### config.mk
export PLATFORM = sky130hd
export DESIGN_NAME = seg7_disp_arbiter
export DESIGN_NICKNAME = d
export VERILOG_FILES = /design/src/rtl/seg7_disp_arbiter.sv
export SDC_FILE = /design/constraint.sdc
export NUM_CORES = 1
export LEC_CHECK = 0
export BUFFER_PORTS_ARGS = -buffer_cell sky130_fd_sc_hd__buf_2
export CAP_MARGIN = 20
export CORE_MARGIN = 2
export CORE_UTILIZATION = 35
export CTS_CLUSTER_DIAMETER = 60
export DETAILED_ROUTE_END_ITERATION = 7
export PLACE_DENSITY = 0.56
export SLEW_MARGIN = 10
export SYNTH_ARGS = -nofsm -noshare
export SYNTH_HDL_FRONTEND = slang
export SYNTH_SLANG_ARGS = --single-unit
### constraint.sdc
create_clock -name clk -period 6.15 [get_ports clk]
set_clock_uncertainty 0.15 [all_clocks]
set_input_delay 0.3075 -clock clk [delete_from_list [all_inputs] [get_ports clk]]
set_output_delay 0.3075 -clock clk [all_outputs]
set_load 0.005 [all_outputs]
### src/rtl/seg7_disp_arbiter.sv
// Round-robin owner arbiter for the shared 3-digit seven-segment scanner.
// Guarantees a minimum dwell per owner and registers the owner's digits.
module seg7_disp_arbiter #(
  parameter int DWELL_CYCLES = 50_000_000,
  parameter int CNT_W = $clog2(DWELL_CYCLES) + 1
) (
  input  logic        clk,
  input  logic        rst_n,
  input  logic        req0,
  input  logic [11:0] data0,
  input  logic        req1,
  input  logic [11:0] data1,
  output logic [1:0]  gnt,
  output logic [3:0]  digit0,
  output logic [3:0]  digit1,
  output logic [3:0]  digit2,
  output logic        busy
);

  typedef enum logic [1:0] {
    IDLE = 2'd0,
    OWN0 = 2'd1,
    OWN1 = 2'd2
  } state_t;

  localparam logic [CNT_W-1:0] CNT_MAX =
    CNT_W'(DWELL_CYCLES - 1);

  state_t           state;
  state_t           nxt;
  logic [CNT_W-1:0] cnt;
  logic             last_owner;
  logic             dwell_done;

  assign dwell_done = (cnt == CNT_MAX);

  // Next owner: voluntary release first, then dwell-gated handover.
  always_comb begin
    nxt = state;
    unique case (state)
      IDLE: begin
        if (req0 && req1)
          nxt = last_owner ? OWN0 : OWN1;
        else if (req0)
          nxt = OWN0;
        else if (req1)
          nxt = OWN1;
      end
      OWN0: begin
        if (!req0 && req1)
          nxt = OWN1;
        else if (!req0)
          nxt = IDLE;
        else if (dwell_done && req1)
          nxt = OWN1;
      end
      OWN1: begin
        if (!req1 && req0)
          nxt = OWN0;
        else if (!req1)
          nxt = IDLE;
        else if (dwell_done && req0)
          nxt = OWN0;
      end
      default: nxt = IDLE;
    endcase
  end

  // State, registered grant, dwell count and owner digits.
  always_ff @(posedge clk) begin
    if (!rst_n) begin
      state      <= IDLE;
      gnt        <= 2'b00;
      busy       <= 1'b0;
      cnt        <= '0;
      last_owner <= 1'b1;
      digit0     <= 4'h0;
      digit1     <= 4'h0;
      digit2     <= 4'h0;
    end else begin
      state <= nxt;
      gnt   <= {nxt == OWN1, nxt == OWN0};
      busy  <= (nxt != IDLE);
      if (nxt != state && nxt != IDLE) begin
        cnt        <= '0;
        last_owner <= (nxt == OWN1);
      end else if (state != IDLE && !dwell_done) begin
        cnt <= cnt + 1'b1;
      end
      if (state == OWN0) begin
        digit2 <= data0[11:8];
        digit1 <= data0[7:4];
        digit0 <= data0[3:0];
      end else if (state == OWN1) begin
        digit2 <= data1[11:8];
        digit1 <= data1[7:4];
        digit0 <= data1[3:0];
      end
    end
  end

endmodule

Word level (Yosys, flattened, before mapping)
Cells that the tools add are included.
{"block": "word_totals", "regBits": 45, "output_inout_bits": 15, "elab_cells": 48}
{"block": "op_classes", "addsub": 1, "eq_ne": 6, "muxes": 17, "bitwise": 1, "reduce_logical": 15}
{"op": "adder 27 x 1 -> 27 bit, second input constant", "n": 1}
{"op": "== test 27 x 26 -> 1 bit, second input constant", "n": 1}
{"op": "two-way mux 4 bit", "n": 6}
{"op": "two-way mux 2 bit", "n": 10}
{"op": "logical AND 1 bit", "n": 7}
{"op": "one-hot mux 2 bit (3 select lines)", "n": 1}
{"op": "nonzero test 2 bit", "n": 3}
{"op": "== test 2 x 1 -> 1 bit, second input constant", "n": 2}
{"op": "== test 2 bit, second input constant", "n": 2}
{"op": "zero test 1 bit", "n": 3}
{"op": "zero test 2 bit", "n": 1}
{"op": "!= test 2 bit", "n": 1}
{"op": "OR reduction 2 bit", "n": 1}
{"op": "inverter 1 bit", "n": 1}

Logic depth before layout (Yosys ltp)
Gate-level depths: netlist of run 1.
{"block": "depth", "depth_word": 9, "mapped_depth": 12}

Worst setup path before layout of run 1
No wires, ideal clock.
{"block": "synth_path", "path_kind": "register to register", "from": "register cnt[0]", "to": "register cnt[16]", "setup_ns": 0.115, "arrival_time_ns": 2.505, "required_ns": 5.885, "path_slack_ns": 3.380, "stages_incl_launch_ff": 10, "path_buffers": 1, "path_cell_list": "dfxtp_1 > ha_1 > or4bb_1 > or3_4 > o21ai_1 > o21ai_1 > o41a_1 > o211ai_4 > buf_8 > nor2_2"}
{"block": "synth_between", "elab_chain_cells": 9, "word_cells_on_any_way": 17, "cone_classes": "add/sub (1); eq/ne (2); mux (7); reduce/logical (7)"}
{"element": "start: declaration", "line": "31", "source": "logic [CNT_W-1:0] cnt;"}
{"element": "start signal: assignment", "line": "88", "source": "cnt <= cnt + 1'b1;"}
{"element": "== test 27 x 26 -> 1 bit", "line": "35", "source": "assign dwell_done = (cnt == CNT_MAX);"}
{"element": "logical AND 1 bit (on tied branches)", "line": "62, 54"}
{"element": "two-way mux 2 bit (on tied branches)", "line": "62, 54"}
{"element": "two-way mux 2 bit (on tied branches)", "line": "60, 52"}
{"element": "two-way mux 2 bit (on tied branches)", "line": "58, 50"}
{"element": "one-hot mux 2 bit (3 select lines)", "line": "40", "source": "unique case (state)"}
{"element": "!= test 2 bit or nonzero test 2 bit (tied branches)", "line": "84", "source": "if (nxt != state && nxt != IDLE) begin"}
{"element": "logical AND 1 bit", "line": "84"}
{"element": "OR reduction 2 bit (no line)"}
Several ways; a longest one is shown, not always the timed one.
A chain may end at the register's enable or synchronous reset.

Worst setup path in the final report of run 1
{"block": "layout_path", "from": "register state[1]", "to": "register cnt[0]"}
{"block": "layout_between", "elab_chain_cells": 7, "word_cells_on_any_way": 19, "cone_classes": "eq/ne (3); mux (10); reduce/logical (6)"}
{"element": "start: declaration", "line": "29", "source": "state_t state;"}
{"element": "start signal: assignment", "line": "81", "source": "state <= nxt;"}
{"element": "two-way mux 2 bit (on tied branches)", "line": "62, 46, 54"}
{"element": "two-way mux 2 bit (on tied branches)", "line": "60, 44, 52"}
{"element": "two-way mux 2 bit (on tied branches)", "line": "58, 42, 50"}
{"element": "one-hot mux 2 bit (3 select lines)", "line": "40"}
{"element": "!= test 2 bit or nonzero test 2 bit (tied branches)", "line": "84"}
{"element": "logical AND 1 bit", "line": "84"}
{"element": "OR reduction 2 bit (no line)"}
Several ways; a longest one is shown, not always the timed one.

==> results by group, run 1 <==
Status
  • Outcome: complete, no violations

Die
  • # IOs: 43
  • Die area: 7160 µm²
  • Core ar.: 6310 µm²
  • Die H: 84.6 µm
  • Initial core utilization: 36.0%
  • Die width: 84.6 µm
  • Standard-cell rows: 29

Setup path
  • CP endpoint: cnt[0]
  • Critical Path AT: 3410 ps
  • Critical R2R Capture: cnt[0]
  • Critical Path Fanout Max: 27
  • Crit. End Element: register
  • Worst R2R Path Depth: 9
  • Required time of the critical path: 6140 ps
  • Largest delay contributor family on the critical path: compound AO/OA/AOI/OAI gates
  • Worst path cell trace: inv_1 -> ha_1 -> nand3_1 -> o211ai_1 -> a211oi_1 -> nor3_1 -> nand2_1 -> o211ai_4 -> nor2_1
  • Setup crit start: state[1]
  • Max incr delay on CP: 760 ps
  • Reg2reg start: state[1]
  • Crit start category: register
  • Crit path depth: 9
  • R2r setup slk: 2730 ps
  • WP buf/inv: 1
  • Critical path's slowest cell: o211ai_4
  • CP Class: register to register

Detailed routing
  • Final wirelength: 4.58 mm
  • Vias per cell: 5.02
  • DRC: 0
  • First-pass detailed-route iteration total: 4
  • Via count: 1898
  • Drt wl/cell: 12.1 µm
  • First-iteration detailed-routing DRC count: 85
  • Number of routed nets with antenna violations: 0

Logic synthesis
  • Top_reg_cell synth: dfxtp_1
  • Synth Warn #: 0
  • Area leader, netlist: dfxtp_1
  • Mapped Cells: 260
  • Register area share after synthesis: 39.6%
  • Cell Area, Synth: 2270 µm²
  • Mean Syn Cell Area: 8.75 µm²
  • #FFs+latches synth: 45
  • Largest cells by area after synthesis: dfxtp_1, nor2_1, mux2i_1
  • Yosys cell types: 43
  • Post-synth ARST share: 0%
  • Syn nets: 293
  • Top cell type's share of synthesized area: 39.6%
  • Number of flops mapped to enable cells by yosys: 0

STA
  • Slew Limit Headroom: 40.2%
  • Endpoints failing setup: 0
  • Crit share post-route: 55.6%
  • Setup TNS Final: 0 ps
  • Hold Vio Cnt, Final: 0
  • Final min period: 3420 ps
  • Worst Setup Slack, final: 2730 ps
  • Least-Margin Pin Slew: 892 ps
  • RSZ-0062 raised after global routing: no
  • Max Freq: 292 MHz
  • Max-slew violations: 0

Pwr
  • Power Dens Cells: 258 nW/µm²
  • IR Drop Worst-Case VDD: 0.0000999 V
  • Net switching power: 211 µW
  • Clk network pwr share: 26.4%
  • Combinational share of power: 24.2%
  • Seq pwr share: 49.4%
  • Leakage: 0.000998 µW
  • Pint: 465 µW
  • Switch share: 31.2%

Clock network
  • Clk buf depth: 2
  • Reg clk slew, reported paths: 90 ps
  • Post-CTS resize count: 0
  • Hold bufs inserted after CTS: 0
  • CTS Buf Count: 5
  • Worst-skew pair later-pin latency: 300 ps
  • Post CTS Setup Buffer Count: 0
  • Clock tree sinks: 45
  • CTS tree: yes
  • Root Driver: clkbuf_8
  • H-tree depth reported by CTS: 2

Final layout
  • Ratio of cells with drive above 1 in the final layout: 21.6%
  • Post-route cell area: 2620 µm²
  • Commonest non-fill, non-tap cell in the layout: dfxtp_1
  • Area delta synth->final: 15.0%
  • Most frequent cells in the layout: dfxtp_1, buf_2, nor2_1
  • Nets: 333
  • Area of the multi-input gates: 1280 µm²
  • Layout fillers: 670
  • FF/Latch Area: 901 µm²
  • Diode count: 0

GRT
  • Vias in the first global route: 1806
  • Largest net degree at the start of global routing: 28
  • Global route overflow: 0
  • Initial antenna violation count: 0
  • Total GRT Usage: 13.9%
  • Global-route wire length before repair: 8.19 mm

Placement
  • HPWL after DPL: 3.34 mm
  • IO Port Bufs: 42
  • Pre-CTS setup slack: 2710 ps
  • Placed Area: 2530 µm²
  • Final GP Congestion: 0.872

Hold path
  • Number of cells on the worst hold path: 2
  • HP Class: input pin to register

Run
  • Max cap viols: 0
## routing by layer
layer  wire length, µm  track usage [%]  up-vias
li1                  -                -      991
met1              2250             17.5      879
met2              2160             23.3       21
met3                99             2.75        7
met4                74             5.63        0
met5                 0                0        -
## stage by stage
stage	cells	hold WS, ps	power (µW)	utilization [%]
3_3_place_gp	369	320	506	40.1
2_1_floorplan	260	236	460	-
6_report	378	85.2	675	41.4
4_1_cts	378	74.1	689	41.4
5_1_grt	378	89.0	719	41.4
3_5_place_dp	370	326	507	40.1
## how the worst min path moves through the flow
| stage | startpoint | slack, ps | to |
|---|---|---|---|
| 3_3_place_gp | digit1[2] | 320 | digit1[2] |
| 2_1_floorplan | rst_n | 240 | last_owner |
| 6_report | rst_n | 90 | last_owner |
| 5_1_grt | rst_n | 90 | last_owner |
| 3_5_place_dp | digit0[1] | 330 | digit0[1] |
| 4_1_cts | rst_n | 70 | last_owner |
## cell type report
class	count	share of cell area [%]
Inverter	8	1.15
Clock inverter	2	0.383
Tap cell	77	3.68
Clock buffer	6	2.77
Timing Repair Buffer	44	8.51
Multi-Input combinational cell	196	49.1
Sequential cell	45	34.4
## power by group through the flow
stage,Combinational (µW),Sequential (µW),Clock (µW)
after CTS,167,334,188
after global routing,186,337,197
final,164,333,178
after floorplan,120,340,0
after global placement,166,340,0
after detailed placement,166,340,0
## worst register-to-register path: stages (launching register included)
cell,delay (ps)
dfxtp_1,430
inv_1,150
ha_1,710
nand3_1,150
o211ai_1,170
a211oi_1,80
nor3_1,340
nand2_1,200
o211ai_4,760
nor2_1,120
## sequential cells by signal (all words and copies together) (netlist names)
name,count
digit1,4
digit0,4
last_owner,1
cnt,27
gnt,2
digit2,4
busy,1
state,2
## cell usage after synthesis, types with 2 or more instances
cell and number:
a211oi_1 13, a21oi_1 4, nand2_1 15, clkbuf_1 8, nand3_1 8, dfxtp_1 45, and3_1 10, mux2i_1 13
nand4_1 9, nor4_1 4, or4_1 2, nor3_1 6, ha_1 5, o21ai_0 4, a2111oi_0 2, and2_1 3
xor2_1 13, inv_1 8, nand2b_1 2, or2_2 2, xnor2_1 13, nor2_1 38, nor2_2 10, nor2b_1 3
o21ai_1 2
## cells by family after synthesis
kind of cell	count (synthesis)	share of synthesized area, %
AND/OR/NAND/NOR	117	26.5
buffers and inverters	19	3.96
adder cells (fa/ha/maj)	5	2.75
AO/OA/AOI/OAI	35	11.5
XOR/XNOR	26	10.0
multiplexers	13	5.72
flip-flops	45	39.6
(Power assumes the default switching activity.)
==> inputs of run 2 (changes only) <==
==> constraint.sdc (replaced) <==
create_clock -name clk -period 3.45 [get_ports clk]
set_clock_uncertainty 0.15 [all_clocks]
set_input_delay 0.1725 -clock clk [delete_from_list [all_inputs] [get_ports clk]]
set_output_delay 0.1725 -clock clk [all_outputs]
set_load 0.005 [all_outputs]
==> results by group, run 2 (synthesis gave the netlist of run 1 again) <==
Final layout
  • Diode count: 0 (unchanged)
  • Final core utilization: 42.2% (+0.71 points)
  • Commonest non-fill, non-tap cell in the layout: dfxtp_1
  • Post-route cell area: 2660 µm² (+1.7%)
  • Max FFs per register: 27 (unchanged)
  • Fin cells: 383 (+1.3%)
  • Reg with most FFs: cnt
  • Nets: 338 (+1.5%)
  • Ratio of cells with drive above 1 in the final layout: 22.9% (+1.3 points)
  • Most frequent cells in the layout: dfxtp_1, buf_2, nor2_1
  • Layout fillers: 683 (+1.9%)
  • Area delta synth->final: 17.0%

Pwr
  • Switch share: 31.0% (-0.21 points)
  • IR Drop Worst-Case VDD: 0.000226 V (+130%)
  • Seq pwr share: 48.9% (-0.5 points)
  • Net switching power: 375 µW (+78%)
  • Clk network pwr share: 26.0% (-0.4 points)
  • Total power draw: 1210 µW (+79%)
  • Power Dens Cells: 455 nW/µm² (+76%)
  • Leakage: 0.00102 µW (+2.4%)
  • Pint: 835 µW (+80%)
  • Combinational share of power: 25.1% (+0.9 points)

Clock network
  • Clk buf depth: 2 (unchanged)
  • Root Driver: clkbuf_8
  • Reg clk slew, reported paths: 90 ps (about the same)
  • H-tree depth reported by CTS: 2 (unchanged)
  • CTS tree: yes
  • Worst-skew pair later-pin latency: 300 ps (about the same)
  • CTS Buf Count: 5 (unchanged)
  • Clock tree sinks: 45 (unchanged)

Placement
  • Placed Instances: 373 (+0.81%)
  • Final GP Congestion: 0.833 (-4.5%)
  • HPWL after DPL: 3.44 mm (+2.9%)
  • IO Port Bufs: 42 (unchanged)
  • Placed Area: 2560 µm² (+0.99%)

STA
  • Least-Margin Pin Slew: 698 ps (-194 ps)
  • Endpoints failing setup: 0 (unchanged)
  • RSZ-0062 raised after global routing: no
  • Max-slew violations: 0 (unchanged)
  • Final min period: 3070 ps (-353 ps)
  • Max Freq: 326 MHz (+11%)
  • Setup TNS Final: 0 ps (unchanged)
  • Slew Limit Headroom: 53.4% (+13 points)
  • Crit share post-route: 88.9% (+33 points)
  • Hold Vio Cnt, Final: 0 (unchanged)

Setup path
  • Critical Path AT: 3070 ps (-340 ps)
  • Critical Path Fanout Max: 5 (-81%)
  • Required time of the critical path: 3450 ps (-2690 ps)
  • CP Class: register to register
  • Worst path cell trace: ha_1 -> or4bb_1 -> nor3_2 -> a211oi_1 -> nor3_1 -> nand2_1 -> a2111oi_0 -> o221ai_1
  • Crit start category: register
  • Max incr delay on CP: 530 ps (-230 ps)
  • Crit. End Element: register
  • Critical path's slowest cell: or4bb_1

Detailed routing
  • Vias per cell: 5.03 (about the same)
  • DRC: 0 (unchanged)
  • Via count: 1925 (+1.4%)
  • Final wirelength: 4.71 mm (+2.8%)
  • Number of routed nets with antenna violations: 0 (unchanged)
  • First-iteration detailed-routing DRC count: 52 (-39%)
  • First-pass detailed-route iteration total: 4 (unchanged)
  • Drt wl/cell: 12.3 µm (+1.5%)

Status
  • Outcome: complete, no violations

Die
  • Core ar.: 6310 µm² (unchanged)
  • Die area: 7160 µm² (unchanged)
  • Die width: 84.6 µm (unchanged)
  • # IOs: 43 (unchanged)
  • Initial core utilization: 36.0% (unchanged)
  • Standard-cell rows: 29 (unchanged)
  • Die H: 84.6 µm (unchanged)

Hold path
  • HP Class: input pin to register

GRT
  • Largest net degree at the start of global routing: 28 (unchanged)
  • Initial antenna violation count: 0 (unchanged)
  • Global route overflow: 0 (unchanged)
  • Global-route wire length before repair: 8.19 mm (unchanged)
  • Total GRT Usage: 13.8% (-0.070 points)
  • Vias in the first global route: 1817 (+0.61%)

Run
  • Max cap viols: 0 (unchanged)
## run 2: power by group through the flow
stage / Combinational [µW] / Clock, µW / Sequential (µW)
after CTS: 308 / 325 / 593
after detailed placement: 306 / 0 / 604
after global placement: 308 / 0 / 602
after floorplan: 214 / 0 / 606
after global routing: 345 / 344 / 599
final: 304 / 315 / 591
## run 2: through the flow
stage          hold WS [ps]  worst slack (ps)
6_report               46.3               383
5_1_grt                66.0               124
4_1_cts                42.7               260
3_5_place_dp            259               279
3_3_place_gp            262               306
2_1_floorplan           101               680
## run 2: final cells by class
cell class	count	area (µm²)	share of cell area, %
well taps	77	96.3	3.62
flip-flops and latches	45	901	33.9
clock inverters	2	10.0	0.376
multi-input cells	196	1290	48.4
inverters	8	30.0	1.13
clock buffers	6	72.6	2.73
repair buffers	49	263	9.87
## run 2: what timing repair did
item	CTS	global route
buffers inserted	0	0
hold buffers	1	0
endpoints found under the hold margin	1	0
setup endpoints to repair	0	13
resized for setup	0	1
## run 2: worst paths after layout
kind / depth (start not counted) / to / slack [ps] / start
min: 3 / digit1[3] / 50 / data1[7]
max: 8 / last_owner / 380 / cnt[0]
max reg2reg: 8 / last_owner / 380 / cnt[0]
min reg2reg: 2 / digit2[0] / 330 / digit2[0]
## run 2: metal layers
layer | vias to the layer above | GRT usage, % | share of wire (%)
li1 | 1003 | - | -
met1 | 885 | 17.8 | 49
met3 | 6 | 3.15 | 3.5
met5 | - | 0 | 0
met4 | 0 | 5.63 | 1.8
met2 | 31 | 22.4 | 45
## run 2: critical path: cells and delay by family, from the launching register on
family | cells | cell delay (ps)
flops | 1 | 380
simple gates | 4 | 1440
fa+ha+maj | 1 | 190
compound gates | 3 | 760
==> inputs of run 3 (changes only) <==
==> constraint.sdc (replaced) <==
create_clock -name clk -period 3.45 [get_ports clk]
set_clock_uncertainty 0.15 [all_clocks]
set_input_delay 0.69 -clock clk [delete_from_list [all_inputs] [get_ports clk]]
set_output_delay 0.69 -clock clk [all_outputs]
set_load 0.005 [all_outputs]
==> results by group, run 3 (synthesis gave the netlist of run 1 again) <==
Clock network
  • Root Driver: clkbuf_8
  • CTS Buf Count: 5 (unchanged)
  • Worst-skew pair later-pin latency: 300 ps (about the same)
  • Hold bufs inserted after CTS: 0 (-1)
  • CTS tree: yes
  • Post-CTS resize count: 0 (unchanged)
  • Post CTS Setup Buffer Count: 0 (unchanged)
  • Reg clk slew, reported paths: 90 ps (about the same)
  • Clk buf depth: 2 (unchanged)
  • Clock tree sinks: 45 (unchanged)
  • H-tree depth reported by CTS: 2 (unchanged)

Placement
  • IO Port Bufs: 42 (unchanged)
  • Final GP Congestion: 0.833 (unchanged)
  • Placed Instances: 373 (unchanged)
  • HPWL after DPL: 3.44 mm (unchanged)

Final layout
  • Most frequent cells in the layout: dfxtp_1, buf_2, nor2_1
  • Max FFs per register: 27 (unchanged)
  • Reg with most FFs: cnt
  • Area delta synth->final: 16.6%
  • Commonest non-fill, non-tap cell in the layout: dfxtp_1
  • Diode count: 0 (unchanged)
  • Ratio of cells with drive above 1 in the final layout: 23.0% (+0.075 points)
  • Nets: 337 (-0.30%)
  • Fin cells: 382 (-0.26%)
  • Final core utilization: 42.0% (-0.16 points)
  • Layout fillers: 684 (+0.15%)

Detailed routing
  • Number of routed nets with antenna violations: 0 (unchanged)
  • Drt wl/cell: 12.4 µm (+0.58%)
  • Via count: 1917 (-0.42%)
  • First-iteration detailed-routing DRC count: 61 (+17%)
  • Vias per cell: 5.02 (-0.15%)
  • First-pass detailed-route iteration total: 4 (unchanged)
  • DRC: 0 (unchanged)
  • Final wirelength: 4.73 mm (+0.32%)

Die
  • Initial core utilization: 36.0% (unchanged)
  • Die H: 84.6 µm (unchanged)
  • Die area: 7160 µm² (unchanged)
  • # IOs: 43 (unchanged)
  • Standard-cell rows: 29 (unchanged)
  • Core ar.: 6310 µm² (unchanged)
  • Die width: 84.6 µm (unchanged)

STA
  • Max-slew violations: 0 (unchanged)
  • Slew Limit Headroom: 53.2% (-0.26 points)
  • Endpoints failing setup: 0 (unchanged)
  • Least-Margin Pin Slew: 702 ps (+3.88 ps)
  • Max Freq: 324 MHz (-0.73%)
  • RSZ-0062 raised after global routing: no
  • Crit share post-route: 89.5% (+0.65 points)
  • Final min period: 3090 ps (+22.4 ps)
  • Hold Vio Cnt, Final: 0 (unchanged)
  • Setup TNS Final: 0 ps (unchanged)

Setup path
  • Critical path's slowest cell: or4bb_1
  • Critical Path AT: 3090 ps (+20 ps)
  • Required time of the critical path: 3450 ps (about the same)
  • Crit start category: register
  • Largest delay contributor family on the critical path: simple AND/OR/NAND/NOR gates
  • WP buf/inv: 0 (unchanged)
  • Critical Path Fanout Max: 5 (unchanged)
  • Crit. End Element: register
  • CP Class: register to register
  • Worst path cell trace: ha_1 -> or4bb_1 -> nor3_2 -> a211oi_1 -> nor3_1 -> nand2_1 -> a2111oi_0 -> o221ai_1
  • Max incr delay on CP: 530 ps (about the same)

GRT
  • Largest net degree at the start of global routing: 28 (unchanged)
  • Initial antenna violation count: 0 (unchanged)
  • Total GRT Usage: 13.8% (unchanged)
  • Global route overflow: 0 (unchanged)
  • Vias in the first global route: 1817 (unchanged)
  • Global-route wire length before repair: 8.19 mm (unchanged)

Run
  • Max cap viols: 0 (unchanged)

Pwr
  • Power Dens Cells: 456 nW/µm² (+0.33%)
  • Total power draw: 1210 µW (about the same)
  • IR Drop Worst-Case VDD: 0.000226 V (-0.11%)
  • Leakage: 0.00102 µW (-0.41%)

Status
  • Outcome: complete, no violations

Hold path
  • HP Class: register to register
==> run 3: power by group <==
part / total [µW] / switching, µW / internal (µW) / leakage [µW]
clock network: 315 / 174 / 141 / 0.0000450
logic: 303 / 175 / 128 / 0.000605
registers: 591 / 25.4 / 566 / 0.000367
total: 1210 / 375 / 834 / 0.00102
==> run 3: area by class of cell <==
type	instances	area [µm²]	area share, %
clock buffers	6	72.6	2.74
repair buffers	48	253	9.53
inverters	8	30.0	1.13
well taps	77	96.3	3.63
clock inverters	2	10.0	0.378
multi-input cells	196	1290	48.6
flip-flops and latches	45	901	34.0
==> run 3: metal layers <==
layer / vias to the layer above / wire, µm / GRT usage, %
met5: - / 0 / 0
met4: 0 / 86 / 5.63
met3: 6 / 171 / 3.24
met2: 33 / 2120 / 22.4
met1: 879 / 2350 / 17.7
li1: 999 / - / -
==> run 3: path summary, 6_finish.rpt <==
check	cells past startpoint	endpoint	from	slack [ps]
max	8	last_owner	cnt[0]	360
min	2	digit2[0]	digit2[0]	330
max reg2reg	8	last_owner	cnt[0]	360
min reg2reg	2	digit2[0]	digit2[0]	330
==> run 3: worst register-to-register path: cells and delay by family (launching register included) <==
family,cells,cell delay [ps]
AO/OA/AOI/OAI,3,760
adder cells (fa/ha/maj),1,190
flip-flops,1,380
AND/OR/NAND/NOR,4,1460
==> run 3: through the flow <==
step	setup WS [ps]	hold WS, ps	instance area (µm²)
5_1_grt	124	370	2650
3_3_place_gp	306	322	2560
6_report	361	334	2650
4_1_cts	260	339	2640
3_5_place_dp	279	327	2560
2_1_floorplan	680	328	2270
